## src/rtl/sr_stack_if.sv

```systemverilog
// Port bundle for sr_stack: ALU/control strobes in, registered status out.
// sr_next exists only when SR_STACK_FWD_EN is defined.
interface sr_stack_if #(
  parameter int FLAGS = 4,
  parameter int DEPTH = 4
);
  localparam int DW = $clog2(DEPTH + 1);

  logic [FLAGS-1:0] flags_in;
  logic             ws;
  logic [FLAGS-1:0] wmask;
  logic             ld;
  logic [FLAGS-1:0] ld_data;
  logic             push;
  logic             pop;
  logic             err_clr;
  logic [FLAGS-1:0] sr_out;
  logic [DW-1:0]    depth;
  logic             full;
  logic             empty;
  logic             err;

`ifdef SR_STACK_FWD_EN
  logic [FLAGS-1:0] sr_next;

  modport master (
    output flags_in, ws, wmask, ld, ld_data, push, pop, err_clr,
    input  sr_out, depth, full, empty, err, sr_next
  );

  modport slave (
    input  flags_in, ws, wmask, ld, ld_data, push, pop, err_clr,
    output sr_out, depth, full, empty, err, sr_next
  );
`else
  modport master (
    output flags_in, ws, wmask, ld, ld_data, push, pop, err_clr,
    input  sr_out, depth, full, empty, err
  );

  modport slave (
    input  flags_in, ws, wmask, ld, ld_data, push, pop, err_clr,
    output sr_out, depth, full, empty, err
  );
`endif
endinterface

```

## src/rtl/sr_stack.sv

```systemverilog
// Status register with per-bit masked write, full-word load and a save/restore stack.
// Optional same-cycle forwarding of the next SR value when SR_STACK_FWD_EN is defined.
module sr_stack #(
  parameter int FLAGS = 4,
  parameter int DEPTH = 4
) (
  input logic        clk,
  input logic        reset,
  sr_stack_if.slave  bus
);
  localparam int DW = $clog2(DEPTH + 1);
  localparam int AW = (DEPTH > 1) ? $clog2(DEPTH) : 1;

  logic [FLAGS-1:0] sr_q;
  logic [FLAGS-1:0] sr_d;
  logic [DW-1:0]    depth_q;
  logic [DW-1:0]    depth_d;
  logic             err_q;
  logic             err_d;
  logic [FLAGS-1:0] stack_mem [DEPTH];

  logic             is_full;
  logic             is_empty;
  logic             push_ok;
  logic             pop_ok;
  logic             new_err;
  logic [AW-1:0]    wr_idx;
  logic [AW-1:0]    top_idx;

  assign is_full  = (depth_q == DW'(DEPTH));
  assign is_empty = (depth_q == '0);
  assign wr_idx   = AW'(depth_q);
  assign top_idx  = AW'(depth_q - DW'(1));

  // A simultaneous push and pop is a misuse: neither takes effect.
  assign push_ok = bus.push && !bus.pop && !is_full;
  assign pop_ok  = bus.pop  && !bus.push && !is_empty;
  assign new_err = (bus.push && bus.pop)
                || (bus.push && !bus.pop && is_full)
                || (bus.pop  && !bus.push && is_empty);

  // NOTE: every always_comb target gets a default first so no path leaves it unassigned (no latch).
  always_comb begin
    sr_d = sr_q;
    if (pop_ok) begin
      sr_d = stack_mem[top_idx];
    end else if (bus.ld) begin
      sr_d = bus.ld_data;
    end else if (bus.ws) begin
      sr_d = (sr_q & ~bus.wmask) | (bus.flags_in & bus.wmask);
    end
  end

  always_comb begin
    depth_d = depth_q;
    if (push_ok) begin
      depth_d = depth_q + DW'(1);
    end else if (pop_ok) begin
      depth_d = depth_q - DW'(1);
    end
  end

  always_comb begin
    err_d = err_q;
    if (new_err) begin
      err_d = 1'b1;
    end else if (bus.err_clr) begin
      err_d = 1'b0;
    end
  end

  // NOTE: registered state uses non-blocking assignments so every flop samples pre-edge values.
  always_ff @(posedge clk or posedge reset) begin
    if (reset) begin
      sr_q    <= '0;
      depth_q <= '0;
      err_q   <= 1'b0;
    end else begin
      sr_q    <= sr_d;
      depth_q <= depth_d;
      err_q   <= err_d;
    end
  end

  // NOTE: stack storage is deliberately not reset; entries at or above depth are never read.
  always_ff @(posedge clk) begin
    if (push_ok && !reset) begin
      stack_mem[wr_idx] <= sr_q;
    end
  end

  assign bus.sr_out = sr_q;
  assign bus.depth  = depth_q;
  assign bus.full   = is_full;
  assign bus.empty  = is_empty;
  assign bus.err    = err_q;

`ifdef SR_STACK_FWD_EN
  assign bus.sr_next = reset ? '0 : sr_d;
`endif

endmodule

```

## src/flat_wrapper.sv

```systemverilog
// flat-port wrapper written by rule: the top's interface ports become plain ports
module sr_stack_flat 
#(
  parameter int FLAGS = 4,
  parameter int DEPTH = 4
)
  (clk, reset, bus_flags_in, bus_ws, bus_wmask, bus_ld, bus_ld_data, bus_push, bus_pop, bus_err_clr, bus_sr_out, bus_depth, bus_full, bus_empty, bus_err);
  sr_stack_if #(.FLAGS(FLAGS), .DEPTH(DEPTH)) bus_i ();
  input logic clk;
  input logic reset;
  input wire logic [$bits(bus_i.flags_in)-1:0] bus_flags_in;
  input wire logic [$bits(bus_i.ws)-1:0] bus_ws;
  input wire logic [$bits(bus_i.wmask)-1:0] bus_wmask;
  input wire logic [$bits(bus_i.ld)-1:0] bus_ld;
  input wire logic [$bits(bus_i.ld_data)-1:0] bus_ld_data;
  input wire logic [$bits(bus_i.push)-1:0] bus_push;
  input wire logic [$bits(bus_i.pop)-1:0] bus_pop;
  input wire logic [$bits(bus_i.err_clr)-1:0] bus_err_clr;
  output wire logic [$bits(bus_i.sr_out)-1:0] bus_sr_out;
  output wire logic [$bits(bus_i.depth)-1:0] bus_depth;
  output wire logic [$bits(bus_i.full)-1:0] bus_full;
  output wire logic [$bits(bus_i.empty)-1:0] bus_empty;
  output wire logic [$bits(bus_i.err)-1:0] bus_err;
  assign bus_i.flags_in = bus_flags_in;
  assign bus_i.ws = bus_ws;
  assign bus_i.wmask = bus_wmask;
  assign bus_i.ld = bus_ld;
  assign bus_i.ld_data = bus_ld_data;
  assign bus_i.push = bus_push;
  assign bus_i.pop = bus_pop;
  assign bus_i.err_clr = bus_err_clr;
  assign bus_sr_out = bus_i.sr_out;
  assign bus_depth = bus_i.depth;
  assign bus_full = bus_i.full;
  assign bus_empty = bus_i.empty;
  assign bus_err = bus_i.err;
  sr_stack #(.FLAGS(FLAGS), .DEPTH(DEPTH)) u_core (.clk(clk), .reset(reset), .bus(bus_i));
endmodule
```

## config.mk

```make
export PLATFORM = sky130hd
export DESIGN_NAME = sr_stack_flat
export DESIGN_NICKNAME = d
export VERILOG_FILES = /design/src/rtl/sr_stack_if.sv /design/src/rtl/sr_stack.sv /design/src/flat_wrapper.sv
export SDC_FILE = /design/constraint.sdc
export NUM_CORES = 1
export LEC_CHECK = 0
export BUFFER_PORTS_ARGS = -buffer_cell sky130_fd_sc_hd__buf_2
export CAP_MARGIN = 20
export CORE_AREA = 2 2 57 59
export CTS_CLUSTER_DIAMETER = 40
export CTS_CLUSTER_SIZE = 40
export DETAILED_ROUTE_END_ITERATION = 6
export DIE_AREA = 0 0 59 61
export PLACE_DENSITY_LB_ADDON = 0.2
export SLEW_MARGIN = 20
export SYNTH_ARGS = -nofsm -noshare
export SYNTH_HDL_FRONTEND = slang
export SYNTH_SLANG_ARGS = --single-unit
export TNS_END_PERCENT = 10
```

## constraint.sdc

```tcl
create_clock -name clk -period 2.09 [get_ports clk]
set_input_delay 0.1045 -clock clk [delete_from_list [all_inputs] [get_ports clk]]
set_output_delay 0.1045 -clock clk [all_outputs]
set_load 0.005 [all_outputs]
```

==> After elaboration in Yosys (flattened, before gate mapping) <==
Memory sizes are Yosys's and may differ from the RTL's.
Index checks and enable logic that the tools add are counted.
{ "word_totals": {"ff_bits": 8, "ramBits": 16, "in_bits": 19, "out_inout_bits": 10, "wordCells": 39, "memories": 1} }
{ "mem_list": {"columns": ["name", "depth", "word_bits", "read_ports", "rd_clocked_by_memory_dff", "write_ports", "line", "source"], "rows": [
  ["u_core.stack_mem", 4, 4, 1, 0, 1, "sr_stack.sv:20", "logic [FLAGS-1:0] stack_mem [DEPTH];"]
]} }
{ "classes": {"addsub": 2, "eq_ne": 1, "n_mux": 9, "bitwise": 4, "n_reduce_logical": 19} }
{ "op_table": {"columns": ["operator", "n"], "rows": [
  ["4-bit two-way mux", 3],
  ["4-bit bitwise AND", 2],
  ["1-bit logical AND", 8],
  ["3-bit two-way mux", 2],
  ["1-bit zero test", 5],
  ["1-bit two-way mux", 4],
  ["4-bit inverter", 1],
  ["4-bit OR", 1],
  ["2-bit nonzero test", 2],
  ["3-bit by 1-bit adder with 3-bit output, second input constant", 1],
  ["3-bit == test, second input constant", 1],
  ["3-bit zero test", 1],
  ["3-bit nonzero test", 1],
  ["3-bit by 1-bit subtractor with 3-bit output, second input constant", 1],
  ["1-bit logical OR", 2]
]} }

==> Longest topological paths before layout <==
Gate-level depths: netlist of the first run.
{ "logic_depth": {"depth_word": 6, "mapped_depth": 8, "depth_no_buf": 6} }

==> Worst setup path after synthesis of the first run <==
OpenSTA, ideal clock, no wires.
{ "synth_timing": {"path_type": "register -> register", "start": "register u_core.depth_q[0], in the netlist u_core.bus.depth[0]", "end": "memory u_core.stack_mem[0][0] (enable)", "setup_time_ns": 0.309, "arrival_time_ns": 1.670, "required_ns": 1.781, "setup_slack_ns": 0.111, "stages_incl_launch_ff": 8, "path_buffers": 2, "period_less_slack_ns": 1.979, "cell_sequence": "dfrtp_1 buf_2 inv_1 ha_1 and2_1 clkbuf_1 nor3_1 and2_1"} }
{ "synth_via": {"elab_chain_len": 6} }
{ "synth_rtl": {"columns": ["item", "line", "source"], "rows": [
  ["from (decl)", "sr_stack.sv:16", "logic [DW-1:0] depth_q;"],
  ["from (signal assigned)", "sr_stack.sv:80", "depth_q <= depth_d;"],
  ["3-bit == test", "sr_stack.sv:30", "assign is_full = (depth_q == DW'(DEPTH));"],
  ["via bus_full", "flat_wrapper.sv:21", "output wire logic [$bits(bus_i.full)-1:0] bus_full;"],
  ["1-bit zero test", "sr_stack.sv:36", "assign push_ok = bus.push && !bus.pop && !is_full;"],
  ["1-bit logical AND", "sr_stack.sv:36", null],
  ["1-bit logical AND", "sr_stack.sv:87", "if (push_ok && !reset) begin"],
  ["1-bit two-way mux", "sr_stack.sv:87", null],
  ["1-bit two-way mux (implied by the code)", "sr_stack.sv:88", "stack_mem[wr_idx] <= sr_q;"],
  ["to (decl)", "sr_stack.sv:20", null]
]} }
The timed path passes the listed nets, and every way through them passes these cells.

==> Worst setup path in the final report of the first run <==
{ "layout_timing": {"start": "register u_core.depth_q[1], in the netlist u_core.bus.depth[1]", "end": "register u_core.depth_q[2], in the netlist u_core.bus.depth[2]"} }
{ "layout_via": {"elab_chain_len": 4, "elab_cells_between_ends": 11, "classes_between": "add/sub (2); eq/ne (1); mux (2); reduce/logical (6)"} }
{ "layout_rtl": {"columns": ["item"], "rows": [
  ["parallel branches: the longest is 4 deep, another holds 3-bit by 1-bit subtractor with 3-bit output"]
]} }
Parallel ways; which one is timed is not known. The select of a mux whose other input is x is not followed.
A chain may end at the register's enable or synchronous reset.

==> results of run 1 <==
routing by layer:
layer	vias up	global-route usage	part of all wire
li1	387	-	-
met1	386	0.212	0.50
met2	18	0.232	0.45
met3	2	0.0320	0.045
met4	0	0.0584	0.0061
met5	-	0	0
what timing repair did:
item,CTS,global route
hold buffers,2,0
hold endpoints to repair,9,0
setup endpoints to repair,0,0
cells in the final DEF, fill, tap and decap left out, drive strengths merged, types with 2 or more instances in the layout:
master	instances
buf	30
edfxtp	16
o21ai	10
dfrtp	8
inv	7
ha	6
nand2	5
and2	5
a21boi	5
a311oi	4
mux4	4
clkbuf	4
dlygate4sd3	2
worst max-delay path, delay by kind of cell, from the launching register on:
family | cells | cell delay [ns]
DFF | 1 | 0.41
buffers and inverters | 1 | 0.11
and+or+nand+nor | 1 | 0.56
AOI/OAI and AO/OA | 2 | 0.31
adders and majority gates | 2 | 0.43
logic make-up (layout without fill, tap and decap cells):
| logic type | count (synthesis) | in the layout |
|---|---|---|
| compound gates | 24 | 24 |
| flops | 24 | 24 |
| simple gates | 16 | 16 |
| buf+inv | 10 | 43 |
| fa+ha+maj | 6 | 6 |
| mux | 4 | 4 |
| xor+xnor | 1 | 1 |
worst paths after layout:
check	from	end	slack (ns)	cells past startpoint
min reg2reg	u_core.bus.err$_DFFE_PP0P_	u_core.bus.err$_DFFE_PP0P_	0.55	2
max reg2reg	u_core.bus.depth[1]$_DFFE_PP0P_	u_core.bus.depth[2]$_DFFE_PP0P_	0.15	6
min in group asynchronous	reset	u_core.bus.depth[1]$_DFFE_PP0P_	0.29	3
max	u_core.bus.depth[1]$_DFFE_PP0P_	u_core.bus.depth[2]$_DFFE_PP0P_	0.15	6
min	bus_ld_data[2]	flip-flop	0.08	3
max in group asynchronous	reset	asynchronous set/reset pin	1.54	3
power by group:
group	leakage, nW	switching (mW)	internal (mW)
combinational	0.315	0.318	0.312
sequential	0.240	0.0697	0.617
clock	0.0210	0.138	0.106
total	0.575	0.526	1.03
cell type report:
class                           instances  area (sq um)
Sequential cell                        24           681
Clock buffer                            4          36.3
Inverter                                7          26.3
Fill cell                             277          1560
Multi-Input combinational cell         51           437
Tap cell                               33          41.3
Timing Repair Buffer                   32           175
metrics by stage:
step | util | worst slack, ns | cell area (sq um)
2_1_floorplan | - | 0.111 | 1160
3_3_place_gp | 0.454 | 0.162 | 1340
3_5_place_dp | 0.454 | 0.166 | 1340
4_1_cts | 0.473 | 0.155 | 1400
5_1_grt | 0.473 | 0.0240 | 1400
6_report | 0.473 | 0.150 | 1400
==> summary.txt, run 1 <==
Cells and area
  – Area delta synth->final: 20.0%
  – Diodes inserted: 0
  – Layout cells sized above 1: 0.347
  – Nets: 144
  – Finished Layout Cells: 151

Timing
  – Final Max Slew Viols: 0
  – Clk_skew: 0.00427 ns
  – Minimum hold slack: 0.0755 ns
  – RSZ-0062 raised after global routing: false
  – Post-route setup TNS: 0 ns
  – Hold Vio Cnt, Final: 0
  – Fmax: 0.515 GHz
  – Worst-Margin Slew: 0.361 ns
  – Fin crit period: 1.94 ns
  – Max-Slew Margin vs Limit: 0.757
  – Final Cycle Share: 0.928
  – Final setup fails: 0

Logic synthesis
  – Top-count cell post-synth: edfxtp_1
  – Register bit total from synthesis: 24
  – Asr flop ratio synth: 0.333
  – Main combinational cell family by area after synthesis: compound AO/OA/AOI/OAI gates
  – Post-Synth Adder-Cell Area: 0.0645
  – Post-synthesis xor/xnor area fraction: 0.00753
  – Post-synth top cells: edfxtp_1, o21ai_0, dfrtp_1
  – Yosys cell types: 27
  – Mux contribution to synthesized area: 0.0774
  – Syn nets: 110
  – Cell area after synthesis: 1160 sq um
  – Post-synthesis area per instance: 13.7 sq um
  – Sequential area share after synthesis: 0.585
  – YS warnings: 0
  – Post-synth EDFFs: 16
  – Simple-gate share of the synthesized area: 0.0763
  – Most used DFF post-synth: edfxtp_1
  – Complex-gate fraction of the synthesized area: 0.149
  – Synth top area share: 0.413
  – Cell accounting for the most synthesized area: edfxtp_1
  – Post-synthesis instance total: 85
  – Main area contributors after synthesis: edfxtp_1, dfrtp_1, mux4_2, ha_1, o21ai_0

Global route
  – First-pass GRT wire length: 3840 um
  – Largest net degree at the start of global routing: 14
  – Vias in the first global route: 755
  – Antenna violations before repair: 0
  – Global-route usage over all layers: 0.151
  – Remaining Overflow, GRT: 0

Worst setup path
  – CP max stage delay: 0.56 ns
  – Crit path DAT: 2.13 ns
  – Worst-path fanout max: 9
  – Crit-path cells: inv_1, ha_1, ha_1, or3b_1, o211ai_1, o221ai_1
  – Crit end category: flip-flop
  – Most repeated library cell on the critical path: ha_1
  – Crit path kind: flip-flop to flip-flop
  – CP startpoint kind: flip-flop
  – CP max stage cell: or3b_1
  – CP Data Required Time: 2.28 ns

CTS
  – Resize count post-CTS: 0
  – Post-CTS Setup Bufs: 0
  – CTS tree: yes
  – Clock Tree Root: clkbuf_4
  – Clock Sinks: 24
  – CTS max path bufs: 2
  – Clock Pin Slew Worst Setup and Hold Paths: 0.13 ns
  – Clock Latency Late Sink: 0.31 ns
  – CTS Buf Count: 3
  – H-tree depth: 1

Detailed routing
  – Via/cell ratio: 5.25
  – Initial drt markers: 19
  – Total Wirelength: 2460 um
  – ANT nets after route: 0
  – WL/cell: 16.3 um
  – DR vias: 793
  – # DRC: 0
  – 1st-pass router iterations: 4

Floorplanning
  – DIE WIDTH: 59 um
  – Initial Utilization: 0.394
  – Ports: 29
  – Placement Rows: 20
  – Die area: 3600 sq um
  – Die span in y: 61 um
  – Core area: 2950 sq um

Place
  – IO Port Bufs: 28
  – Placed instance count: 145
  – Detailed Place HPWL: 1930 um
  – Final Wtd Congestion: 0.774

Power
  – Peak supply drop: 0.590 mV
  – PD cells: 1120 nW/um^2
  – Power, Total: 1.56 mW
  – P_leak: 0.575 nW

Outcome
  – Status: complete, no violations

Job
  – Max Cap Viol: 0

Min path
  – Worst hold-check path type: input pin to flip-flop
Note: power is estimated with default switching activity, not from simulation.
==> inputs of run 2 (changes only) <==
GPL_TIMING_DRIVEN = 0   (was not set)
==> summary.txt, run 2 (synthesis results as in run 1) <==
CTS
  – CTS tree: yes
  – Clock Pin Slew Worst Setup and Hold Paths: 0.13 ns (about the same)
  – H-tree depth: 1 (unchanged)
  – Clock Sinks: 24 (unchanged)
  – Clock Latency Late Sink: 0.31 ns (about the same)
  – CTS Buf Count: 3 (unchanged)
  – CTS max path bufs: 2 (unchanged)
  – Clock Tree Root: clkbuf_4

Place
  – Placed Area: 1350 sq um (+0.37%)
  – Detailed Place HPWL: 1930 um (about the same)
  – Final Wtd Congestion: 0.724 (-6.4%)
  – Placed instance count: 146 (+0.69%)
  – IO Port Bufs: 28 (unchanged)

Cells and area
  – Layout cells sized above 1: 0.395 (+0.0475)
  – Nets: 145 (+0.69%)
  – Most frequent cells in the layout: buf_2, edfxtp_1, o21ai_0, dfrtp_1, inv_1
  – Design area: 1430 sq um (+2.1%)
  – Finished Layout Cells: 152 (+0.66%)
  – Diodes inserted: 0 (unchanged)
  – Area delta synth->final: 22.5%
  – Area of the multi-input gates: 460 sq um (+5.4%)
  – # fillers: 281 (+1.4%)
  – Most common library cell in the layout ignoring fill and taps: buf_2
  – Storage cell area: 681 sq um (unchanged)

Timing
  – Fin crit period: 1.99 ns (+0.0504 ns)
  – Minimum hold slack: 0.0986 ns (+0.0232 ns)
  – Hold Vio Cnt, Final: 0 (unchanged)
  – Final setup fails: 0 (unchanged)
  – Clk_skew: 0.00559 ns (+0.00131 ns)
  – Final Max Slew Viols: 0 (unchanged)
  – RSZ-0062 raised after global routing: false
  – Final Cycle Share: 0.952 (+0.0241)
  – Post-route setup TNS: 0 ns (unchanged)
  – Fmax: 0.502 GHz (-2.5%)
  – Max-Slew Margin vs Limit: 0.640 (-0.117)
  – Worst-Margin Slew: 0.539 ns (+0.177 ns)

Worst setup path
  – Most repeated library cell on the critical path: buf_6
  – R2R Path Start: u_core.bus.depth[0]$_DFFE_PP0P_
  – CP Data Required Time: 2.29 ns (about the same)
  – Crit-path cells: buf_6, inv_1, ha_1, ha_2, or3b_1, buf_6, o211ai_1, o221ai_1
  – Reg2Reg Depth: 8 (+2)
  – Reg-to-reg critical path endpoint: u_core.bus.depth[2]$_DFFE_PP0P_
  – Crit end category: flip-flop
  – Worst-path fanout max: 9 (unchanged)
  – CP max stage delay: 0.42 ns (-0.14 ns)
  – CP max stage cell: dfrtp_1
  – Internal reg-to-reg setup slack: 0.1 ns (-0.05 ns)
  – Crit path kind: flip-flop to flip-flop
  – Crit path DAT: 2.19 ns (+0.06 ns)
  – Critical path origin: u_core.bus.depth[0]$_DFFE_PP0P_
  – CP startpoint kind: flip-flop

Global route
  – Antenna violations before repair: 0 (unchanged)
  – Vias in the first global route: 799 (+5.8%)
  – Largest net degree at the start of global routing: 14 (unchanged)
  – First-pass GRT wire length: 4090 um (+6.5%)
  – Remaining Overflow, GRT: 0 (unchanged)
  – Global-route usage over all layers: 0.160 (+0.00919)

Power
  – PD cells: 1110 nW/um^2 (-0.88%)
  – Peak supply drop: 0.565 mV (-4.2%)
  – P_leak: 0.582 nW (+1.2%)

Floorplanning
  – DIE WIDTH: 59 um (unchanged)
  – Placement Rows: 20 (unchanged)
  – Ports: 29 (unchanged)
  – Core area: 2950 sq um (unchanged)
  – Die area: 3600 sq um (unchanged)
  – Initial Utilization: 0.394 (unchanged)
  – Die span in y: 61 um (unchanged)

Min path
  – Worst hold-check path type: input pin to flip-flop
  – Hold path cells: 3 (unchanged)
  – Hold path startpoint: bus_ld_data[0]

Detailed routing
  – DR vias: 832 (+4.9%)
  – Via/cell ratio: 5.47 (+4.2%)
  – WL/cell: 16.6 um (+1.6%)
  – 1st-pass router iterations: 4 (unchanged)
  – # DRC: 0 (unchanged)
  – Total Wirelength: 2520 um (+2.3%)
  – Initial drt markers: 11 (-8)
  – ANT nets after route: 0 (unchanged)

Job
  – Max Cap Viol: 0 (unchanged)

Outcome
  – Status: complete, no violations
run 2: where the power goes:
group / internal, mW / switching (mW) / leakage (nW) / total [mW]
clock network: 0.0698 / 0.135 / 0.0154 / 0.205
registers: 0.617 / 0.0736 / 0.240 / 0.690
logic: 0.344 / 0.341 / 0.327 / 0.684
run 2: area by class of cell:
type	count	share of cell area
plain buffers	2	0.0158
clock buffers	3	0.0158
clock inverters	1	0.00263
inverters	7	0.0184
multi-input cells	51	0.323
flip-flops and latches	24	0.478
well taps	33	0.0290
repair buffers	31	0.118
run 2: worst max-delay path by stage:
stage                                                  end  slack, ns  cells after the start
final                      u_core.bus.depth[2]$_DFFE_PP0P_        0.1                      8
after global routing       u_core.bus.depth[2]$_DFFE_PP0P_     0.0001                      8
after CTS                 u_core.stack_mem[2][0]$_DFFE_PP_      0.006                      7
after detailed placement  u_core.stack_mem[1][0]$_DFFE_PP_      -0.22                      7
after global placement    u_core.stack_mem[3][0]$_DFFE_PP_      -0.16                      7
after floorplan           u_core.stack_mem[0][0]$_DFFE_PP_       0.11                      7
run 2: routing by layer:
layer | global-route usage | wire (um)
met2 | 0.271 | 1310
met1 | 0.212 | 1100
met4 | 0.0487 | 26
met3 | 0.0299 | 84
met5 | 0 | 0
run 2: worst max-delay path, delay by kind of cell, from the launching register on:
kind / cells / cell delay, ns
flip-flops: 1 / 0.42
AO/OA/AOI/OAI: 2 / 0.22
AND/OR/NAND/NOR: 1 / 0.39
adder cells (fa/ha/maj): 2 / 0.44
buffers and inverters: 3 / 0.40
run 2: what timing repair did:
item / CTS / global route
setup buffers: 0 / 1
hold endpoints to repair: 9 / 0
endpoints found under the setup margin: 20 / 24
hold buffers: 2 / 0
resized for setup: 6 / 8
pin swaps: 0 / 1
run 2: through the flow:
stage	util	power, mW	setup slack, ns
2_1_floorplan	-	1.12	0.111
3_3_place_gp	0.456	1.32	-0.160
3_5_place_dp	0.456	1.34	-0.223
4_1_cts	0.475	1.56	0.00577
5_1_grt	0.483	1.71	0.000141
6_report	0.483	1.58	0.0995
